$ cat src/rtl/tone_param_calc_pkg.sv
// Shared types and default constants for the tone parameter calculator.
// Optional amplitude averaging is enabled with TONE_AVG_EN.
package tone_pkg;

    typedef enum logic [2:0] {
        IDLE,
        WAIT_ROOT,
        MUL,
        SAT,
        OUT,
        AVG
    } state_t;

    localparam logic [31:0] FREQ_K_DEF    = 32'd2684354;
    localparam logic [15:0] AMP_GAIN_DEF  = 16'h4000;
    localparam int          AMP_SHIFT_DEF = 14;
    localparam int          AMP_WORD_W    = 16;

endpackage

$ cat src/rtl/tone_param_calc_if.sv
// Peak/root capture inputs and DDS config / amplitude outputs.
// master drives peak/root strobes, slave is the calculator.
interface tone_param_calc_if
    import tone_pkg::*;
#(
    parameter int ADDR_WIDTH = 8,
    parameter int ROOT_WIDTH = 25,
    parameter int PINC_WIDTH = 32
);
    logic                  peak_valid;
    logic [ADDR_WIDTH-1:0] peak_addr;
    logic                  root_valid;
    logic [ROOT_WIDTH-1:0] root_data;
    logic                  cfg_tvalid;
    logic [PINC_WIDTH-1:0] cfg_tdata;
    logic [AMP_WORD_W-1:0] amp_word;
    logic                  busy;
    logic                  err_timeout;

    modport master (
        output peak_valid, peak_addr, root_valid, root_data,
        input  cfg_tvalid, cfg_tdata, amp_word, busy, err_timeout
    );

    modport slave (
        input  peak_valid, peak_addr, root_valid, root_data,
        output cfg_tvalid, cfg_tdata, amp_word, busy, err_timeout
    );
endinterface

$ cat src/rtl/tone_param_calc_sat_trunc.sv
// Unsigned right shift followed by saturation to OUT_W bits.
module sat_trunc #(
    parameter int IN_W  = 40,
    parameter int OUT_W = 32,
    parameter int SHIFT = 0
) (
    input  logic [IN_W-1:0]  din,
    output logic [OUT_W-1:0] dout
);
    logic [IN_W-1:0] sh;

    assign sh = din >> SHIFT;

    generate
        if (IN_W > OUT_W) begin : g_sat
            assign dout = (|sh[IN_W-1:OUT_W]) ? '1 : sh[OUT_W-1:0];
        end else begin : g_pass
            assign dout = OUT_W'(sh);
        end
    endgenerate
endmodule

$ cat src/rtl/tone_param_calc.sv
// Peak bin + root amplitude -> DDS phase increment and amplitude word.
// Define TONE_AVG_EN to average the last 4 amplitude words.
module tone_param_calc
    import tone_pkg::*;
#(
    parameter int          ADDR_WIDTH = 8,
    parameter int          ROOT_WIDTH = 25,
    parameter int          PINC_WIDTH = 32,
    parameter logic [31:0] FREQ_K     = FREQ_K_DEF,
    parameter logic [15:0] AMP_GAIN   = AMP_GAIN_DEF,
    parameter int          AMP_SHIFT  = AMP_SHIFT_DEF,
    parameter int          TIMEOUT    = 64
) (
    input logic               clk,
    input logic               rst,
    tone_param_calc_if.slave  io
);
    localparam int PW   = ADDR_WIDTH + 32;
    localparam int AW   = ROOT_WIDTH + 16;
    localparam int CW   = $clog2(TIMEOUT);
    localparam logic [CW-1:0] CMAX = CW'(TIMEOUT - 1);

    state_t                state;
    logic [ADDR_WIDTH-1:0] addr_q;
    logic [ROOT_WIDTH-1:0] root_q;
    logic [CW-1:0]         cnt;
    logic [PW-1:0]         pinc_full;
    logic [AW-1:0]         amp_full;
    logic [PINC_WIDTH-1:0] pinc_sat;
    logic [PINC_WIDTH-1:0] pinc_cand;
    logic [AMP_WORD_W-1:0] amp_sat;
    logic [AMP_WORD_W-1:0] amp_cand;
    logic                  cfg_tvalid;
    logic [PINC_WIDTH-1:0] cfg_tdata;
    logic [AMP_WORD_W-1:0] amp_word;
    logic                  err_timeout;
`ifdef TONE_AVG_EN
    logic [AMP_WORD_W-1:0] hist [4];
    logic [17:0]           acc;
    logic                  primed;
`endif

    sat_trunc #(.IN_W(PW), .OUT_W(PINC_WIDTH), .SHIFT(0)) u_pinc (
        .din  (pinc_full),
        .dout (pinc_sat)
    );

    sat_trunc #(.IN_W(AW), .OUT_W(AMP_WORD_W), .SHIFT(AMP_SHIFT)) u_amp (
        .din  (amp_full),
        .dout (amp_sat)
    );

    always_ff @(posedge clk) begin
        if (rst) begin
            state       <= IDLE;
            addr_q      <= '0;
            root_q      <= '0;
            cnt         <= '0;
            pinc_full   <= '0;
            amp_full    <= '0;
            pinc_cand   <= '0;
            amp_cand    <= '0;
            cfg_tvalid  <= 1'b0;
            cfg_tdata   <= '0;
            amp_word    <= '0;
            err_timeout <= 1'b0;
`ifdef TONE_AVG_EN
            for (int i = 0; i < 4; i++) hist[i] <= '0;
            acc         <= '0;
            primed      <= 1'b0;
`endif
        end else begin
            cfg_tvalid  <= 1'b0;
            err_timeout <= 1'b0;
            unique case (state)
                IDLE: begin
                    if (io.peak_valid) begin
                        addr_q <= io.peak_addr;
                        cnt    <= '0;
                        state  <= WAIT_ROOT;
                    end
                end
                WAIT_ROOT: begin
                    // root wins over a simultaneous new peak
                    if (io.root_valid) begin
                        root_q <= io.root_data;
                        state  <= MUL;
                    end else if (io.peak_valid) begin
                        addr_q <= io.peak_addr;
                        cnt    <= '0;
                    end else if (cnt == CMAX) begin
                        err_timeout <= 1'b1;
                        state       <= IDLE;
                    end else begin
                        cnt <= cnt + 1'b1;
                    end
                end
                MUL: begin
                    pinc_full <= PW'(addr_q) * PW'(FREQ_K);
                    amp_full  <= AW'(root_q) * AW'(AMP_GAIN);
                    state     <= SAT;
                end
                SAT: begin
                    pinc_cand <= (addr_q == '0) ? '0 : pinc_sat;
                    amp_cand  <= (addr_q == '0) ? '0 : amp_sat;
`ifdef TONE_AVG_EN
                    state     <= AVG;
`else
                    state     <= OUT;
`endif
                end
`ifdef TONE_AVG_EN
                AVG: begin
                    // first frame seeds the whole window
                    if (!primed) begin
                        for (int i = 0; i < 4; i++) hist[i] <= amp_cand;
                        acc    <= {amp_cand, 2'b00};
                        primed <= 1'b1;
                    end else begin
                        hist[0] <= amp_cand;
                        hist[1] <= hist[0];
                        hist[2] <= hist[1];
                        hist[3] <= hist[2];
                        acc     <= acc - 18'(hist[3]) + 18'(amp_cand);
                    end
                    state <= OUT;
                end
`endif
                OUT: begin
                    cfg_tdata  <= pinc_cand;
`ifdef TONE_AVG_EN
                    amp_word   <= acc[17:2];
`else
                    amp_word   <= amp_cand;
`endif
                    cfg_tvalid <= 1'b1;
                    state      <= IDLE;
                end
                default: state <= IDLE;
            endcase
        end
    end

    assign io.cfg_tvalid  = cfg_tvalid;
    assign io.cfg_tdata   = cfg_tdata;
    assign io.amp_word    = amp_word;
    assign io.err_timeout = err_timeout;
    assign io.busy        = (state != IDLE);
endmodule

$ cat src/flat_wrapper.sv
// flat-port wrapper written by rule: the top's interface ports become plain ports
module tone_param_calc_flat import tone_pkg::*;
#(
    parameter int          ADDR_WIDTH = 8,
    parameter int          ROOT_WIDTH = 25,
    parameter int          PINC_WIDTH = 32,
    parameter logic [31:0] FREQ_K     = FREQ_K_DEF,
    parameter logic [15:0] AMP_GAIN   = AMP_GAIN_DEF,
    parameter int          AMP_SHIFT  = AMP_SHIFT_DEF,
    parameter int          TIMEOUT    = 64
)
  (clk, rst, io_peak_valid, io_peak_addr, io_root_valid, io_root_data, io_cfg_tvalid, io_cfg_tdata, io_amp_word, io_busy, io_err_timeout);
  tone_param_calc_if #(.ADDR_WIDTH(ADDR_WIDTH), .ROOT_WIDTH(ROOT_WIDTH), .PINC_WIDTH(PINC_WIDTH)) io_i ();
  input logic clk;
  input logic rst;
  input wire logic [$bits(io_i.peak_valid)-1:0] io_peak_valid;
  input wire logic [$bits(io_i.peak_addr)-1:0] io_peak_addr;
  input wire logic [$bits(io_i.root_valid)-1:0] io_root_valid;
  input wire logic [$bits(io_i.root_data)-1:0] io_root_data;
  output wire logic [$bits(io_i.cfg_tvalid)-1:0] io_cfg_tvalid;
  output wire logic [$bits(io_i.cfg_tdata)-1:0] io_cfg_tdata;
  output wire logic [$bits(io_i.amp_word)-1:0] io_amp_word;
  output wire logic [$bits(io_i.busy)-1:0] io_busy;
  output wire logic [$bits(io_i.err_timeout)-1:0] io_err_timeout;
  assign io_i.peak_valid = io_peak_valid;
  assign io_i.peak_addr = io_peak_addr;
  assign io_i.root_valid = io_root_valid;
  assign io_i.root_data = io_root_data;
  assign io_cfg_tvalid = io_i.cfg_tvalid;
  assign io_cfg_tdata = io_i.cfg_tdata;
  assign io_amp_word = io_i.amp_word;
  assign io_busy = io_i.busy;
  assign io_err_timeout = io_i.err_timeout;
  tone_param_calc #(.ADDR_WIDTH(ADDR_WIDTH), .ROOT_WIDTH(ROOT_WIDTH), .PINC_WIDTH(PINC_WIDTH), .FREQ_K(FREQ_K), .AMP_GAIN(AMP_GAIN), .AMP_SHIFT(AMP_SHIFT), .TIMEOUT(TIMEOUT)) u_core (.clk(clk), .rst(rst), .io(io_i));
endmodule
$ cat config.mk
export PLATFORM = sky130hd
export DESIGN_NAME = tone_param_calc_flat
export DESIGN_NICKNAME = d
export VERILOG_FILES = /design/src/rtl/tone_param_calc_pkg.sv /design/src/rtl/tone_param_calc_if.sv /design/src/rtl/tone_param_calc_sat_trunc.sv /design/src/rtl/tone_param_calc.sv /design/src/flat_wrapper.sv
export SDC_FILE = /design/constraint.sdc
export NUM_CORES = 1
export LEC_CHECK = 0
export BUFFER_PORTS_ARGS = -buffer_cell sky130_fd_sc_hd__buf_2
export CELL_PAD_IN_SITES_DETAIL_PLACEMENT = 0
export CELL_PAD_IN_SITES_GLOBAL_PLACEMENT = 1
export CORE_AREA = 2 2 185 115
export DETAILED_ROUTE_END_ITERATION = 8
export DIE_AREA = 0 0 187 117
export GPL_ROUTABILITY_DRIVEN = 1
export GPL_TIMING_DRIVEN = 0
export PLACE_DENSITY = 0.88
export SKIP_LAST_GASP = 1
export SLEW_MARGIN = 20
export SYNTH_ARGS = -nofsm -noshare
export SYNTH_HDL_FRONTEND = slang
export SYNTH_SLANG_ARGS = --single-unit
export TNS_END_PERCENT = 5
$ cat constraint.sdc
create_clock -name clk -period 6.4 [get_ports clk]
set_input_delay 1.28 -clock clk [delete_from_list [all_inputs] [get_ports clk]]
set_output_delay 1.28 -clock clk [all_outputs]
set_load 0.005 [all_outputs]
Yosys cells after proc, flatten, opt, wreduce, memory -nomap -nowiden
Index checks and enable logic that the tools add are counted.
- add/subtract/negate cells: 1
- $mul: 1
- div/mod/pow operators: 0
- order comparisons: 0
- equal/unequal tests: 10
- shift operators: 0
- mux-type cells: 18
- bitwise gates (word level): 1
- reductions and logical operators: 10
- operator list (cell ; number):
    2-to-1 mux 16 bit ; 2
    2-to-1 mux 30 bit ; 1
    multiplier 8 x 21 -> 29 bit, second input constant ; 1
    2-to-1 mux 6 bit ; 4
    2-to-1 mux 8 bit ; 2
    case mux 8 bit (2 select lines) ; 1
    2-to-1 mux 3 bit ; 4
    case mux 3 bit (4 select lines) ; 1
    case mux 6 bit (2 select lines) ; 1
    OR reduction 9 bit ; 1
    logical NOT 8 bit ; 1
    adder 6 x 1 -> 6 bit, second input constant ; 1
    == test 3 x 2 -> 1 bit, second input constant ; 2
    == test 6 bit, second input constant ; 1
    inequality test 3 bit, second input constant ; 2
    inequality test 2 bit, second input constant ; 2
    AND reduction 2 bit ; 2
    AND reduction 4 bit ; 1
    OR reduction 4 bit ; 1
    == test 3 x 1 -> 1 bit, second input constant ; 1
    == test 3 bit, second input constant ; 1
    logical NOT 3 bit ; 1
    inequality test 3 x 2 -> 1 bit, second input constant ; 1
    AND reduction 3 bit ; 1
    4 further kinds ; 5
- register bits: 194
- latch bits: 0
- bits in writable memories: 0
- ROM bits: 0
- input bits: 37
- output and inout bits: 51
- memories: 0

Longest topological paths before layout
- depth after elaboration: 5
- gate-level depth with buffers: 15
- mapped depth without buffers: 15

Hierarchy
Synthesis repeated with hierarchy kept, for this count alone.
- cells, all modules: 1177
- area total of the unflattened synthesis: 9814.4 um^2
- modules (own cells, without submodules) (module ; times used ; cells an instance ; area an instance (um^2) ; seq. area each (um^2)):
    tone_param_calc ; 1 ; 1095 ; 9193.8 ; 3883.7
    sat_trunc (u_core.u_pinc) ; 1 ; 40 ; 349.1 ; 0.0
    sat_trunc (u_core.u_amp) ; 1 ; 42 ; 271.5 ; 0.0

Worst setup path after synthesis
OpenSTA, ideal clock, no wires.
- kind: reg-to-reg
- from: register u_core.addr_q[4]
- to: register u_core.pinc_full[20]
- library setup time: 122 ps
- arrival: 4113 ps
- required time: 6278 ps
- slack: 2165 ps
- cell stages (with the launch flop): 14
- period minus slack after synthesis: 4235 ps
- cell sequence: dfxtp_1 > fa_1 > fa_1 > inv_1 > fa_1 > fa_1 > inv_1 > ha_1 > a21oi_2 > o21ai_2 > and3_1 > or3_1 > and4_4 > a311o_1
- cells in the longest elaborated chain, start to end: 1
- ends and longest elaborated chain (element ; line ; RTL):
    start, declared ; tone_param_calc.sv:24 ; logic [ADDR_WIDTH-1:0] addr_q;
    start signal, assigned ; tone_param_calc.sv:78 ; addr_q <= io.peak_addr;
    start signal, assigned ; tone_param_calc.sv:89 ; addr_q <= io.peak_addr;
    multiplier 8 x 21 -> 29 bit ; tone_param_calc.sv:99 ; pinc_full <= PW'(addr_q) * PW'(FREQ_K);
    end signal, assigned ; tone_param_calc.sv:99 ;
    end, declared ; tone_param_calc.sv:27 ; logic [PW-1:0] pinc_full;
Every way passes these cells.
A chain may end at the register's enable or synchronous reset.

Final worst setup path
- from: register u_core.addr_q[6]
- to: register u_core.pinc_full[25]
The elaborated chain is that of the path after synthesis.

==> results.py <==
metrics = {
    "status": {
        "run_status": "finished clean",
    },
    "timing": {
        "rsz0062_at_grt": "false",
        "slew_violations": 0,
        "final.period_utilization_pct": 75.7,
        "finClkSkew_ns": 0.0106,
        "post-route-min-period_ns": 4.84,
        "fmax_mhz": 206,
        "worst_slack_ns": 1.56,
        "setup_tns_ns": 0,
        "slew_headroom_pct": 48.5,
        "setup_viol": 0,
        "tightest_slew_ns": 0.762,
        "hold_viol_final": 0,
    },
    "floorplan": {
        "core_area_mm2": 0.0204,
        "pin_count": 88,
        "die_h_um": 117,
        "rows": 41,
        "die-area_mm2": 0.0219,
        "start_util_pct": 44.9,
        "die_w_um": 187,
    },
    "clock_tree": {
        "cts_buffer_depth": 2,
        "insertion_delay_ns": 0.43,
        "post_cts_buffers": 0,
        "cts_sinks": 188,
        "cts_tree": "built",
        "clock-root-buffer": "clkbuf_16",
        "hold_buffers": 0,
        "h-tree-depth": 4,
        "cts_buffers": 17,
        "path_clk_slew_ns": 0.07,
        "cts_resized": 0,
    },
    "layout": {
        "seq_area_mm2": 0.00376,
        "nFillCells": 1961,
        "final_area_mm2": 0.0105,
        "layout-area-overhead-vs-synth_pct": 14.8,
        "multiInputGateArea_mm2": 0.00486,
        "mostFrequentLayoutCell": "nand2_1",
        "fin_cells": 1486,
        "drive_gt1_share_pct": 11.1,
        "final_cell_mix": "nand2_1, dfxtp_1, a21oi_1",
        "nets": 1331,
        "antenna_cells": 0,
    },
    "worst_setup_path": {
        "cp_cell_sequence": "inv_1, ha_1, fa_1, inv_1, fa_1, fa_1, inv_1, ha_1, a211oi_1, o21bai_1, nor2_1, a21oi_2, or3_1, a32o_1",
        "slowest_stage": "dfxtp_1",
        "endpoint_kind": "flop",
        "cp-start-kind": "flop",
        "cp_max_fo": 9,
        "cp_data_required_time_ns": 6.73,
        "critPathMaxStageDelay_ns": 0.67,
        "worstSetupPathType": "reg -> reg",
        "arrival_ns": 5.17,
    },
    "power": {
        "p_sw_share_pct": 31.4,
        "power.density_mw_per_mm2": 274,
        "total_power_mw": 2.88,
        "pwr-share-clk_pct": 36.2,
        "peakVddDrop_v": 0.000214,
        "static-leakage-power_nw": 4.34,
        "p_comb_share_pct": 21.4,
        "power.switching_mw": 0.904,
        "p_int_mw": 1.97,
        "pwr-share-seq_pct": 42.4,
    },
    "place": {
        "preCtsSetupSlack_ns": 1.66,
        "placed_area_mm2": 0.00991,
        "portBuffers": 83,
        "dp_hpwl_um": 19400,
        "place_congestion": 0.913,
        "placed_cells": 1454,
    },
    "routing": {
        "drt_iter0_drc": 688,
        "post_drt_wl_per_cell_um": 16.9,
        "via_per_inst": 5.30,
        "dr.pass1.iters": 5,
        "vias": 7878,
        "postRouteAntennaNets": 0,
        "finalWirelength_um": 25100,
        "route.detailed.drc": 0,
    },
    "global_route": {
        "gr-usage-met2_pct": 30.6,
        "track_usage_pct": 23.4,
        "grt_util_met1_pct": 38.1,
        "grt_max_degree": 18,
        "grt_pass1_wl_um": 39500,
        "antenna_found_initial": 0,
        "grtUsageMet3_pct": 5.64,
        "grt_overflow": 0,
        "top_usage_layer": "met1",
        "grt_pass1_vias": 7255,
    },
    "yosys": {
        "avgSynthCellArea_um2": 8.38,
        "synth_cell_types": 63,
        "synth_area_mm2": 0.00914,
        "synth_cells": 1090,
        "ys_ff_latch": 188,
        "async_flop_share_pct": 0,
        "ys.flop_type": "dfxtp_1",
        "seq_area_frac_synth_pct": 41.2,
        "yosys_warnings": 0,
        "synth_edf_count": 0,
    },
    "worst_hold_path": {
        "hold_path.class": "reg -> reg",
    },
    "flow_run": {
        "maxCapViolCount": 0,
    },
}
[registers in the layout, indices dropped and copies added, names as in the netlist, 6 cells and up]
register / count
u_core.io.cfg_tdata: 29
u_core.pinc_cand: 29
u_core.pinc_full: 29
u_core.amp_full: 25
u_core.root_q: 25
u_core.amp_cand: 16
u_core.io.amp_word: 16
u_core.addr_q: 8
u_core.cnt: 6
[critical path: cells and delay by family (launching register included)]
family                     cells  cell delay [ns]
adders and majority gates      5             2.30
AOI/OAI and AO/OA              4             0.92
DFF                            1             0.67
and+or+nand+nor                2             0.61
buffers and inverters          3             0.24
[stage by stage]
stage | hold WS, ns | utilization (%)
3_3_place_gp | 0.440 | 48.7
2_1_floorplan | 0.426 | -
5_1_grt | 0.465 | 51.5
6_report | 0.451 | 51.5
4_1_cts | 0.452 | 51.5
3_5_place_dp | 0.444 | 48.7
[cell families after synthesis]
| kind of cell | count (synthesis) | share of synthesized area, % |
|---|---|---|
| buffers and inverters | 134 | 5.67 |
| adder cells (fa/ha/maj) | 100 | 16.4 |
| XOR/XNOR | 11 | 1.05 |
| other | 1 | 0.0410 |
| multiplexers | 12 | 1.31 |
| AO/OA/AOI/OAI | 252 | 16.5 |
| flip-flops | 188 | 41.2 |
| AND/OR/NAND/NOR | 392 | 17.9 |
[metal layers]
layer,wire length (µm),part of all wire [%]
met1,13500,54
met3,2120,8.4
met4,142,0.57
met2,9330,37
met5,0,0
[final cells by class]
class	count	area share [%]
multi-input combinational	770	46.4
sequential	188	35.9
clock buffer	19	4.22
timing repair buffer	83	3.96
tap	279	3.33
inverter	72	2.58
buffer	62	2.36
clock inverter	13	1.30
[power groups by stage]
stage	Combinational (mW)	Clock, mW	Sequential, mW
after floorplan	0.453	0	1.24
after global placement	0.595	0	1.25
after detailed placement	0.605	0	1.25
after CTS	0.609	1.05	1.22
after global routing	0.693	1.10	1.22
final	0.615	1.04	1.22
[cell usage after synthesis, types with 4 or more instances]
master | instances | area share (%)
ha_1 | 67 | 9.2
nor4_1 | 4 | 0.27
xor2_1 | 7 | 0.67
nand3_1 | 17 | 0.93
a21o_1 | 4 | 0.33
dfxtp_1 | 188 | 41
a21oi_2 | 4 | 0.38
or3_1 | 5 | 0.34
and2_1 | 4 | 0.27
and3_1 | 4 | 0.27
buf_1 | 4 | 0.16
a21oi_1 | 144 | 7.9
inv_1 | 71 | 2.9
mux2i_1 | 12 | 1.3
o21ai_1 | 4 | 0.22
fa_1 | 33 | 7.2
nand4_1 | 6 | 0.41
nor2_1 | 68 | 2.8
xnor2_1 | 4 | 0.38
nand2_1 | 259 | 11
nor3_1 | 9 | 0.49
a22oi_1 | 29 | 2.4
clkbuf_1 | 52 | 2.1
o21ai_0 | 30 | 1.6
[worst paths after layout]
path                                 from                       to  slack (ns)  depth (start not counted)
hold reg to reg   u_core.io.cfg_tdata[27]  u_core.io.cfg_tdata[27]        0.45                          2
setup / recovery         u_core.addr_q[6]     u_core.pinc_full[25]        1.56                         14
hold / removal    u_core.io.cfg_tdata[27]  u_core.io.cfg_tdata[27]        0.45                          2
setup reg to reg         u_core.addr_q[6]     u_core.pinc_full[25]        1.56                         14
Note: power is estimated with default switching activity, not from simulation.
